--- src/rtl/fetch_queue.sv ---
// fetch_queue
//   Instruction buffer between IFetch and the decoder. Each entry holds a fetched
//   instruction word and its PC+4 so that decode stalls never drop instructions.
//   It is a circular FIFO with a valid/ready handshake on both sides. Reads are
//   combinational from the head entry. A redirect (flush) discards every held word
//   and the word offered in the same cycle.
//
//   Optional feature macro: FETCH_QUEUE_BYPASS_EN
//     When it is defined, an empty queue forwards the incoming word straight to the
//     deq_* outputs. If the decoder takes it in that cycle, the word is never written.
//
// Parameters
//   DEPTH      number of entries (power of two, >= 2)
//   ISA_WIDTH  width of the instruction word and of PC+4
//
// Ports
//   clock      in   system clock, rising edge
//   reset      in   asynchronous reset, active low (0 = in reset)
//   enq_valid  in   IFetch presents a word this cycle
//   enq_ready  out  queue accepts a word this cycle
//   enq_inst   in   fetched instruction
//   enq_pc4    in   PC+4 of the fetched instruction
//   flush      in   redirect: discard all held and incoming words
//   deq_valid  out  head entry valid for decode
//   deq_ready  in   decoder consumes the head this cycle
//   deq_inst   out  head instruction, zero (NOP) when not valid
//   deq_pc4    out  head PC+4, zero when not valid
//   count      out  number of entries held

module fetch_queue #(
    parameter int DEPTH     = 4,
    parameter int ISA_WIDTH = 32
) (
    input  logic                   clock,
    input  logic                   reset,
    input  logic                   enq_valid,
    output logic                   enq_ready,
    input  logic [ISA_WIDTH-1:0]   enq_inst,
    input  logic [ISA_WIDTH-1:0]   enq_pc4,
    input  logic                   flush,
    output logic                   deq_valid,
    input  logic                   deq_ready,
    output logic [ISA_WIDTH-1:0]   deq_inst,
    output logic [ISA_WIDTH-1:0]   deq_pc4,
    output logic [$clog2(DEPTH):0] count
);

    localparam int PW = $clog2(DEPTH);
    localparam int CW = PW + 1;

    logic [ISA_WIDTH-1:0] r_inst [DEPTH];
    logic [ISA_WIDTH-1:0] r_pc4  [DEPTH];
    logic [PW-1:0]        r_wr_ptr;
    logic [PW-1:0]        r_rd_ptr;
    logic [CW-1:0]        r_count;

    logic w_live;
    logic w_empty;
    logic w_full;
    logic w_head_valid;
    logic w_pass;
    logic w_bypass;
    logic w_enq_fire;
    logic w_deq_fire;
    logic w_do_write;
    logic w_do_read;

    // The reset level gates every handshake output, so the outputs drop as soon as
    // reset goes low and do not wait for a clock edge.
    assign w_live       = reset && !flush;
    assign w_empty      = (r_count == '0);
    assign w_full       = (r_count == CW'(DEPTH));
    assign w_head_valid = w_live && !w_empty;

`ifdef FETCH_QUEUE_BYPASS_EN
    // On an empty queue the offered word is shown on deq_* at once. It is only
    // kept out of storage when the decoder actually takes it this cycle.
    assign w_pass   = w_live && w_empty && enq_valid;
    assign w_bypass = w_pass && deq_ready;
`else
    assign w_pass   = 1'b0;
    assign w_bypass = 1'b0;
`endif

    // A full queue never accepts a word, even when the head leaves in the same cycle.
    assign enq_ready  = w_live && !w_full;
    assign deq_valid  = w_head_valid || w_pass;
    assign w_enq_fire = enq_valid && enq_ready;
    assign w_deq_fire = deq_valid && deq_ready;
    assign w_do_write = w_enq_fire && !w_bypass;
    assign w_do_read  = w_deq_fire && !w_bypass;
    assign count      = r_count;

    // Head data is forced to zero whenever nothing valid is presented.
    always_comb begin
        deq_inst = '0;
        deq_pc4  = '0;
        if (w_pass) begin
            deq_inst = enq_inst;
            deq_pc4  = enq_pc4;
        end else if (w_head_valid) begin
            deq_inst = r_inst[r_rd_ptr];
            deq_pc4  = r_pc4[r_rd_ptr];
        end
    end

    // Storage has no reset. Stale entries are unreachable once the pointers and
    // the count are cleared.
    always_ff @(posedge clock) begin
        if (w_do_write) begin
            r_inst[r_wr_ptr] <= enq_inst;
            r_pc4[r_wr_ptr]  <= enq_pc4;
        end
    end

    // Pointers wrap naturally because DEPTH is a power of two. Full and empty come
    // from the count alone. A flush drops the contents by moving the read pointer
    // onto the write pointer.
    always_ff @(posedge clock or negedge reset) begin
        if (!reset) begin
            r_wr_ptr <= '0;
            r_rd_ptr <= '0;
            r_count  <= '0;
        end else if (flush) begin
            r_rd_ptr <= r_wr_ptr;
            r_count  <= '0;
        end else begin
            if (w_do_write) begin
                r_wr_ptr <= r_wr_ptr + PW'(1);
            end
            if (w_do_read) begin
                r_rd_ptr <= r_rd_ptr + PW'(1);
            end
            if (w_do_write && !w_do_read) begin
                r_count <= r_count + CW'(1);
            end else if (w_do_read && !w_do_write) begin
                r_count <= r_count - CW'(1);
            end
        end
    end

endmodule
--- config.mk ---
export PLATFORM = sky130hd
export DESIGN_NAME = fetch_queue
export DESIGN_NICKNAME = d
export VERILOG_FILES = /design/src/rtl/fetch_queue.sv
export SDC_FILE = /design/constraint.sdc
export NUM_CORES = 1
export LEC_CHECK = 0
export ABC_CLOCK_PERIOD_IN_PS = 4700
export BUFFER_PORTS_ARGS = -buffer_cell sky130_fd_sc_hd__buf_2
export CORE_UTILIZATION = 57
export CTS_BUF_LIST = sky130_fd_sc_hd__clkbuf_4 sky130_fd_sc_hd__clkbuf_8 sky130_fd_sc_hd__clkbuf_16
export CTS_CLUSTER_SIZE = 30
export DETAILED_ROUTE_END_ITERATION = 7
export PLACE_DENSITY = 0.88
export SETUP_SLACK_MARGIN = 0.1
export SLEW_MARGIN = 20
export SYNTH_ARGS = -nofsm -noshare
export SYNTH_HDL_FRONTEND = slang
export SYNTH_SLANG_ARGS = --single-unit
--- constraint.sdc ---
create_clock -name clock -period 4.7 [get_ports clock]
set_clock_uncertainty 0.05 [all_clocks]
set_input_delay 0.235 -clock clock [delete_from_list [all_inputs] [get_ports clock]]
set_output_delay 0.235 -clock clock [all_outputs]
set_load 0.01 [all_outputs]
==> out/results.tsv, run 1 <==
metric	value	unit
RSZ-0062 raised after global routing	false	
post-route DRC violation count	0	
Overall Global Routing Usage	0.225	
Overall Power	6.06	mW
detailed-route via count	5330	
I/O pin cnt	138	
clock buffers created by TritonCTS	26	
post-placement cell count	799	
most numerous cell types in the synthesized netlist	256 x edfxtp_1, 65 x and3_1, 64 x mux4_2	
Synth Net Count	539	
number of library cell types mapped by synthesis	28	
n_diodes	0	
fraction of final layout cells with drive strength greater than 1	0.373	
type of destination of the critical path	output port	
max-slew violation count	0	
Final Hold Fails	0	
clock-pin slew on the worst setup and hold paths	60	ps
worst setup margin	1690	ps
clock sink count	263	
iteration count of the initial detailed-routing pass	4	
Top FF cell, synth	edfxtp_1	
number of nets in the finished design	741	
transition at the pin with the smallest max-transition slack	1010	ps
initial standard-cell utilization of the core	0.587	
post-route setup TNS	0	ps
area inside the core boundary	17400	um^2
post-route ant nets	0	
area of the multi-input gates	2180	um^2
Crit Path Category	flip-flop to output port	
Required @ worst endpoint	4410	ps
run status	completed	
fraction of registers with async set or reset after synthesis	0.0266	
FF-to-FF setup slack	2050	ps
total of buffers placed on input and output ports	137	
summed instance area of the synthesized netlist	10200	um^2
floorplan die width	136	um
cells after synthesis	465	
average size of a mapped cell	21.9	um^2
area share of the largest cell type after synthesis	0.754	
library cell occupying the most area in the post-synthesis netlist	edfxtp_1	
Core Rows	48	
power density normalized to cell area	484	nW/um^2
wire length of the first global-routing pass	30900	um
CTS tree	done	
worst slew slack as a fraction of its limit	0.323	
static leakage power	4.68	nW
non-filler cells, final	909	
worst endpoint data arrival time	2720	ps
vias in the first global route	5813	
path category of the worst min-delay check	primary input to flip-flop	
Setup crit start kind	flip-flop	
latest clock arrival within the worst-skew pair	510	ps
y dimension of the die	136	um
post-route minimum period	3010	ps
overflow left after global routing	0	
number of antenna violations at the first check in global routing	0	
Max Clock Freq	332	MHz
Die Footprint	18400	um^2
area added between synthesis and finish	22.8	%
fraction of the yosys area taken by sequential cells	0.771	
sequential standard cell area	7870	um^2
HPWL after detailed placement	10700	um
buffers inserted during post-CTS setup optimization	0	
count of endpoints failing setup in the final report	0	
Clock Root Buffer	clkbuf_16	
largest buffer count on any clock path	3	
Critical Path Fanout Max	29	
fin crit share	0.640	
number of enable-type register cells in the synthesized netlist	256	
pin count of the biggest net entering global routing	69	
detail-routed net length per standard cell	22.2	um
most instantiated library cell after synthesis	edfxtp_1	
CTS HTree Levels	1	
biggest area contributors in the synthesized netlist	edfxtp_1 75%, mux4_2 14%, and3_1 4.0%	
Worst IR Drop VDD	357	uV
Max Cap Violations	0	
Yosys warning count	0	
First DRT Iteration DRCs	359	
Via-to-Cell Ratio	5.86	
routability cong.	0.678	
register bit count reported by yosys	263	
final-layout fill cell count	1008	
post-placement setup slack	2090	ps
total detailed-routing wirelength	20200	um
[where the power goes]
part           internal, mW  switching (mW)
combinational         0.628           0.564
sequential             2.73           0.200
clock                  1.14           0.798
total                  4.50            1.56
[flip-flops by register name, summed over array words and instances, names as in the netlist]
register and flops:
count 3, r_inst 128, r_pc4 128, r_rd_ptr 2, r_wr_ptr 2
[layout by cell type, fill, tap and decap left out, drive strengths merged]
master / count
a32o: 1
and3: 65
a211oi: 2
nor2b: 2
mux2i: 4
and2: 6
or3: 1
bufinv: 1
xnor2: 3
edfxtp: 256
dfrtp: 7
clkinv: 10
nor2: 2
buf: 140
dlygate4sd3: 65
mux4: 64
inv: 5
nand2: 2
and3b: 1
clkbuf: 34
a21oi: 2
fa: 1
o21ai: 2
ha: 4
nand2b: 4
[worst max-delay path, stage by stage, from the launching register on]
cell and delay [ps]:
dfrtp_4 780, buf_4 500, mux4_2 570, and3_1 200, buf_2 140
[timing repair]
item,in CTS,in global routing
resized for setup,0,0
hold buffers,65,0
setup endpoints to repair,0,0
endpoints found under the hold margin,263,0
[metrics by stage]
step | utilization | hold WS, ps | area (um^2)
2_1_floorplan | - | -111 | 10200
3_3_place_gp | 0.637 | 60.3 | 11100
3_5_place_dp | 0.637 | 66.6 | 11100
4_1_cts | 0.721 | 15.2 | 12500
5_1_grt | 0.721 | 72.0 | 12500
6_report | 0.721 | 33.8 | 12500
[worst paths after layout]
check                       startpoint     endpoint  cells after the start
setup / recovery           r_rd_ptr[0]  deq_inst[5]                      4
min in group asynchronous        reset     count[1]                      2
hold / removal                   flush  r_rd_ptr[0]                      3
max in group asynchronous        reset  r_rd_ptr[0]                      2
setup reg to reg              count[2]     count[2]                      7
hold reg to reg               count[0]     count[0]                      1
[per-layer routing]
metal | global-route usage | wire length [um] | share of wire
met1 | 0.284 | 7930 | 0.39
met2 | 0.400 | 10700 | 0.53
met3 | 0.0311 | 1090 | 0.054
met4 | 0.0824 | 453 | 0.022
met5 | 0 | 0 | 0
[cell type report]
| class | instances | area share |
|---|---|---|
| Clock buffer | 34 | 0.0582 |
| Clock inverter | 11 | 0.00590 |
| Multi-Input combinational cell | 166 | 0.175 |
| Tap cell | 225 | 0.0225 |
| Timing Repair Buffer | 205 | 0.109 |
| Sequential cell | 263 | 0.629 |
| Inverter | 5 | 0.00150 |
[cells by family after synthesis]
logic type | synth area share
flops | 0.771
simple gates | 0.0514
mux | 0.145
buf+inv | 0.0163
compound gates | 0.00565
fa+ha+maj | 0.00687
xor+xnor | 0.00331
Note: power is estimated with default switching activity, not from simulation.
==> run 2: changes to the inputs <==
- ABC_CLOCK_PERIOD_IN_PS: 4700 -> 2600
- CORE_UTILIZATION: 57 -> 52
- PLACE_DENSITY: 0.88 -> 0.85
- clock period: 4.7 -> 2.6 ns (I/O delays scaled with it)
==> out/results.tsv, run 2 (synthesis results as in run 1) <==
metric	value	unit	change
run status	completed		
GRT met2 Usage	0.375		-0.0251
post-route minimum period	2420	ps	
global routing met1 resource utilization	0.305		+0.0214
share of power burned in registers	0.436		-0.048
Final Hold Fails	0		unchanged
critical path, cell by cell	or3_4 -> buf_4 -> and3_1 -> buf_2		
max-slew violation count	0		unchanged
clock-pin slew on the worst setup and hold paths	60	ps	about the same
area inside the core boundary	19000	um^2	+9.2%
post-route ant nets	0		unchanged
type of destination of the critical path	output port		
Worst IR Drop VDD	629	uV	+76%
clock share of power	0.343		+0.024
y dimension of the die	142	um	+4.6%
post-placement setup slack	356	ps	-1730 ps
Setup crit start kind	flip-flop		
Final Hold Slack	28.6	ps	-5.22 ps
CTS tree	done		
transition at the pin with the smallest max-transition slack	647	ps	-368 ps
top library cells by usage in the layout, fill and taps aside	256 x edfxtp_1, 137 x buf_2, 67 x dlygate4sd3_1, 65 x and3_1, 64 x mux4_2		
final core area utilization	0.684		-0.0375
detail-routed net length per standard cell	23.2	um	+4.4%
Core Rows	50		+4.2%
combinational share of power	0.221		+0.024
clock buffers created by TritonCTS	25		-3.8%
detailed-route via count	5535		+3.8%
worst setup margin	180	ps	-1510 ps
worst slew slack as a fraction of its limit	0.569		+0.245
cell family contributing the most delay on the critical path	simple AND/OR/NAND/NOR gates		
post-route cell area	13000	um^2	+3.5%
Overall Global Routing Usage	0.227		+0.00115
First DRT Iteration DRCs	507		+41%
count of endpoints failing setup in the final report	0		unchanged
worst endpoint data arrival time	2240	ps	-480 ps
Crit Path Category	flip-flop to output port		
initial standard-cell utilization of the core	0.538		-0.0496
share of total power consumed by net switching	0.257		-0.00136
Die Footprint	20200	um^2	+9.5%
power density normalized to cell area	904	nW/um^2	+87%
number of cells on the worst reg-to-reg path	4		-3
vias in the first global route	5805		-0.14%
HPWL after detailed placement	12100	um	+14%
number of nets in the finished design	757		+2.2%
path category of the worst min-delay check	primary input to flip-flop		
cell type of the slowest stage on the worst timing path	dfrtp_1		
WP buf/inv	2		unchanged
pin count of the biggest net entering global routing	68		-1.4%
post-route DRC violation count	0		unchanged
fraction of final layout cells with drive strength greater than 1	0.389		+0.0161
floorplan die width	142	um	+4.6%
area added between synthesis and finish	27.1	%	
placed standard-cell area	11300	um^2	+2.2%
Max Cap Violations	0		unchanged
capture endpoint of the worst hold path	r_wr_ptr[0]		
total of buffers placed on input and output ports	137		unchanged
clock sink count	263		unchanged
latest clock arrival within the worst-skew pair	510	ps	about the same
FF-to-FF setup slack	340	ps	-1710 ps
busiest metal layer after global routing	met2		
internal power component	8.71	mW	+94%
wire length of the first global-routing pass	33600	um	+8.5%
largest buffer count on any clock path	3		unchanged
n_diodes	0		unchanged
Required @ worst endpoint	2420	ps	-1990 ps
Switching Power	3.01	mW	+92%
CTS HTree Levels	1		unchanged
static leakage power	4.86	nW	+3.7%
routability cong.	0.756		+11%
overflow left after global routing	0		unchanged
origin of the critical flop-to-flop path	count[0]		
critical path's largest stage delay	470	ps	-310 ps
Via-to-Cell Ratio	5.75		-1.9%
grt met3 use	0.0397		+0.00865
Hold Crit Start	enq_valid		
number of antenna violations at the first check in global routing	0		unchanged
RSZ-0062 raised after global routing	false		
iteration count of the initial detailed-routing pass	4		unchanged
fin crit share	0.931		
most frequent standard cell in the layout excluding fill and tap cells	edfxtp_1		
WHS Path Cells	4		+1
Max Clock Freq	413	MHz	
Critical Path Fanout Max	67		+130%
I/O pin cnt	138		unchanged
post-route setup TNS	0	ps	unchanged
Clock Root Buffer	clkbuf_16		
total detailed-routing wirelength	22300	um	+11%
critical register-to-register path endpoint	r_inst[0][25]		
-- run 2: cell types whose count changed in the layout (fill, tap and decap cells not counted), moves of 3 or more --
cell	previous run	this run
buf_12	0	10
bufinv_16	1	6
buf_4	3	7
clkbuf_4	7	4
clkbuf_8	0	3
clkinv_2	5	2
-- run 2: worst max-delay path by stage --
stage / to / slack, ps / cells after the start / from
after global routing: deq_inst[1] / 110 / 4 / count[2]
after floorplan: r_inst[0][0] / 250 / 3 / count[0]
after CTS: deq_pc4[26] / 120 / 4 / r_rd_ptr[1]
after detailed placement: r_inst[0][7] / 360 / 4 / count[0]
after global placement: r_pc4[0][11] / 490 / 4 / count[0]
final: deq_inst[1] / 180 / 4 / count[2]
-- run 2: cell type report --
| class | count | area (um^2) |
|---|---|---|
| clock inverter | 14 | 226 |
| timing repair buffer | 222 | 1640 |
| sequential | 263 | 7870 |
| clock buffer | 32 | 697 |
| fill | 1134 | 6000 |
| inverter | 5 | 18.8 |
| multi-input combinational | 166 | 2180 |
| tap | 260 | 325 |
-- run 2: what timing repair did --
item,4_1_cts,5_1_grt
endpoints found under the setup margin,64,29
buffers inserted,3,1
resized for setup,0,0
endpoints found under the hold margin,266,0
hold buffers,67,0
-- run 2: worst register-to-register path: stages (launching register included) --
cell      delay [ps]
dfrtp_1          440
nor2_1           120
a211oi_4         560
and2_4           520
buf_12           270
-- run 2: stage by stage --
stage	power [mW]	std cells
finish	11.7	962
global route	12.1	962
floorplan	6.82	465
CTS	11.7	961
detailed placement	7.59	845
global placement	7.52	845
-- run 2: power by group through the flow --
stage | registers [mW] | logic [mW] | clock network (mW)
after detailed placement | 5.34 | 2.25 | 0
after global placement | 5.31 | 2.21 | 0
after CTS | 5.14 | 2.52 | 4.04
after floorplan | 5.09 | 1.73 | 0
final | 5.11 | 2.59 | 4.02
after global routing | 5.13 | 2.81 | 4.21
-- run 2: routing by layer --
layer | up-vias | wire, um
met5 | - | 0
met4 | 0 | 600
met3 | 46 | 1780
met1 | 2816 | 8690
met2 | 311 | 11200
li1 | 2362 | -
==> run 3: changes to the inputs <==
--- a/constraint.sdc
+++ b/constraint.sdc
@@ -3,3 +3,3 @@
 set_input_delay 0.13 -clock clock [delete_from_list [all_inputs] [get_ports clock]]
 set_output_delay 0.13 -clock clock [all_outputs]
-set_load 0.01 [all_outputs]
+set_load 0.05 [all_outputs]
==> out/results.tsv, run 3 (synthesis results as in run 1) <==
metric	value	unit	change
worst endpoint data arrival time	2240	ps	about the same
final-layout fill cell count	1178		+3.9%
HPWL after detailed placement	10900	um	-10%
floorplan die width	142	um	unchanged
type of destination of the critical path	output port		
post-route setup TNS	0	ps	unchanged
clock sink count	263		unchanged
wire length of the first global-routing pass	31300	um	-6.8%
First DRT Iteration DRCs	351		-31%
fraction of final layout cells with drive strength greater than 1	0.385		-0.00372
area added between synthesis and finish	26.7	%	
post-route ant nets	0		unchanged
number of nets in the finished design	756		-0.13%
Max Clock Freq	414	MHz	+0.13%
Via-to-Cell Ratio	5.52		-4.1%
post-route minimum period	2420	ps	-3.18 ps
fin crit share	0.929		-0.00122
Final Hold Fails	0		unchanged
latest clock arrival within the worst-skew pair	510	ps	about the same
run status	completed		
Setup crit start kind	flip-flop		
post-placement cell count	843		-0.24%
transition at the pin with the smallest max-transition slack	626	ps	-20.5 ps
Required @ worst endpoint	2420	ps	about the same
area of the multi-input gates	2180	um^2	unchanged
initial standard-cell utilization of the core	0.538		unchanged
Crit Path Category	flip-flop to output port		
detailed-route via count	5308		-4.1%
Die Footprint	20200	um^2	unchanged
Worst IR Drop VDD	613	uV	-2.5%
power density normalized to cell area	922	nW/um^2	+2.0%
CTS HTree Levels	1		unchanged
placed standard-cell area	11300	um^2	about the same
sequential standard cell area	7870	um^2	unchanged
total detailed-routing wirelength	20100	um	-9.6%
worst slew slack as a fraction of its limit	0.583		+0.0136
worst setup path startpoint	r_rd_ptr[0]		
post-route DRC violation count	0		unchanged
number of antenna violations at the first check in global routing	1		+1
I/O pin cnt	138		unchanged
path category of the worst min-delay check	primary input to flip-flop		
most frequent standard cell in the layout excluding fill and tap cells	edfxtp_1		
clock-pin slew on the worst setup and hold paths	60	ps	about the same
largest buffer count on any clock path	3		unchanged
area inside the core boundary	19000	um^2	unchanged
Clock Root Buffer	clkbuf_16		
Overall Power	11.9	mW	+1.7%
RSZ-0062 raised after global routing	true		
routability cong.	0.703		-7.0%
overflow left after global routing	0		unchanged
y dimension of the die	142	um	unchanged
total of buffers placed on input and output ports	137		unchanged
detail-routed net length per standard cell	20.9	um	-9.6%
iteration count of the initial detailed-routing pass	5		+1
top library cells by usage in the layout, fill and taps aside	256 x edfxtp_1, 137 x buf_2, 68 x dlygate4sd3_1, 65 x and3_1, 64 x mux4_2		
clock buffers created by TritonCTS	26		+4.0%
Critical Path Fanout Max	28		-58%
Overall Global Routing Usage	0.207		-0.0193
post-route cell area	12900	um^2	-0.32%
vias in the first global route	5707		-1.7%
count of endpoints failing setup in the final report	0		unchanged
non-filler cells, final	962		unchanged
static leakage power	4.83	nW	-0.68%
origin of the critical flop-to-flop path	count[0]		
Core Rows	50		unchanged
Max Cap Violations	0		unchanged
Hold Crit Start	deq_ready		
pin count of the biggest net entering global routing	68		unchanged
CTS tree	done		
max-slew violation count	0		unchanged
-- run 3: final timing paths --
kind | to | slack [ps] | depth (start not counted)
max in group asynchronous | r_rd_ptr[1] | 1570 | 3
max reg2reg | count[2] | 500 | 7
max | deq_inst[4] | 180 | 4
min | count[2] | 230 | 5
min in group asynchronous | count[2] | 630 | 3
min reg2reg | count[0] | 540 | 1
-- run 3: stage by stage --
stage	setup WS [ps]	hold WS, ps	util
6_report	184	226	0.681
5_1_grt	64.0	284	0.681
4_1_cts	136	201	0.681
3_5_place_dp	463	-39.3	0.596
3_3_place_gp	468	-51.5	0.596
2_1_floorplan	-65.6	-216	-
-- run 3: power by group --
| group | internal, mW | switching, mW | total (mW) |
|---|---|---|---|
| Combinational | 1.28 | 1.79 | 3.07 |
| Sequential | 4.93 | 0.166 | 5.10 |
| Clock | 2.26 | 1.49 | 3.75 |
| Total | 8.48 | 3.44 | 11.9 |
-- run 3: final cells by class --
type                    instances  share of cell area
flip-flops and latches        263               0.609
multi-input cells             166               0.169
repair buffers                220               0.127
clock buffers                  31              0.0556
well taps                     260              0.0252
clock inverters                16              0.0122
inverters                       5             0.00145
diodes                          1            0.000194
-- run 3: timing repair --
action	CTS	global route
endpoints found under the setup margin	64	52
buffers inserted	3	0
endpoints found under the hold margin	266	0
hold buffers	68	0
gates resized for setup	0	2
-- run 3: routing by layer --
layer  GRT usage  vias up  part of all wire
met5           0        -                 0
met4      0.0566        0             0.012
met3      0.0360       23             0.070
met2       0.354      212              0.51
met1       0.277     2709              0.41
li1            -     2364                 -
-- run 3: critical path: stages (launching register included) --
cell,delay (ps)
dfrtp_4,490
buf_16,250
mux4_2,580
and3_1,200
buf_2,200
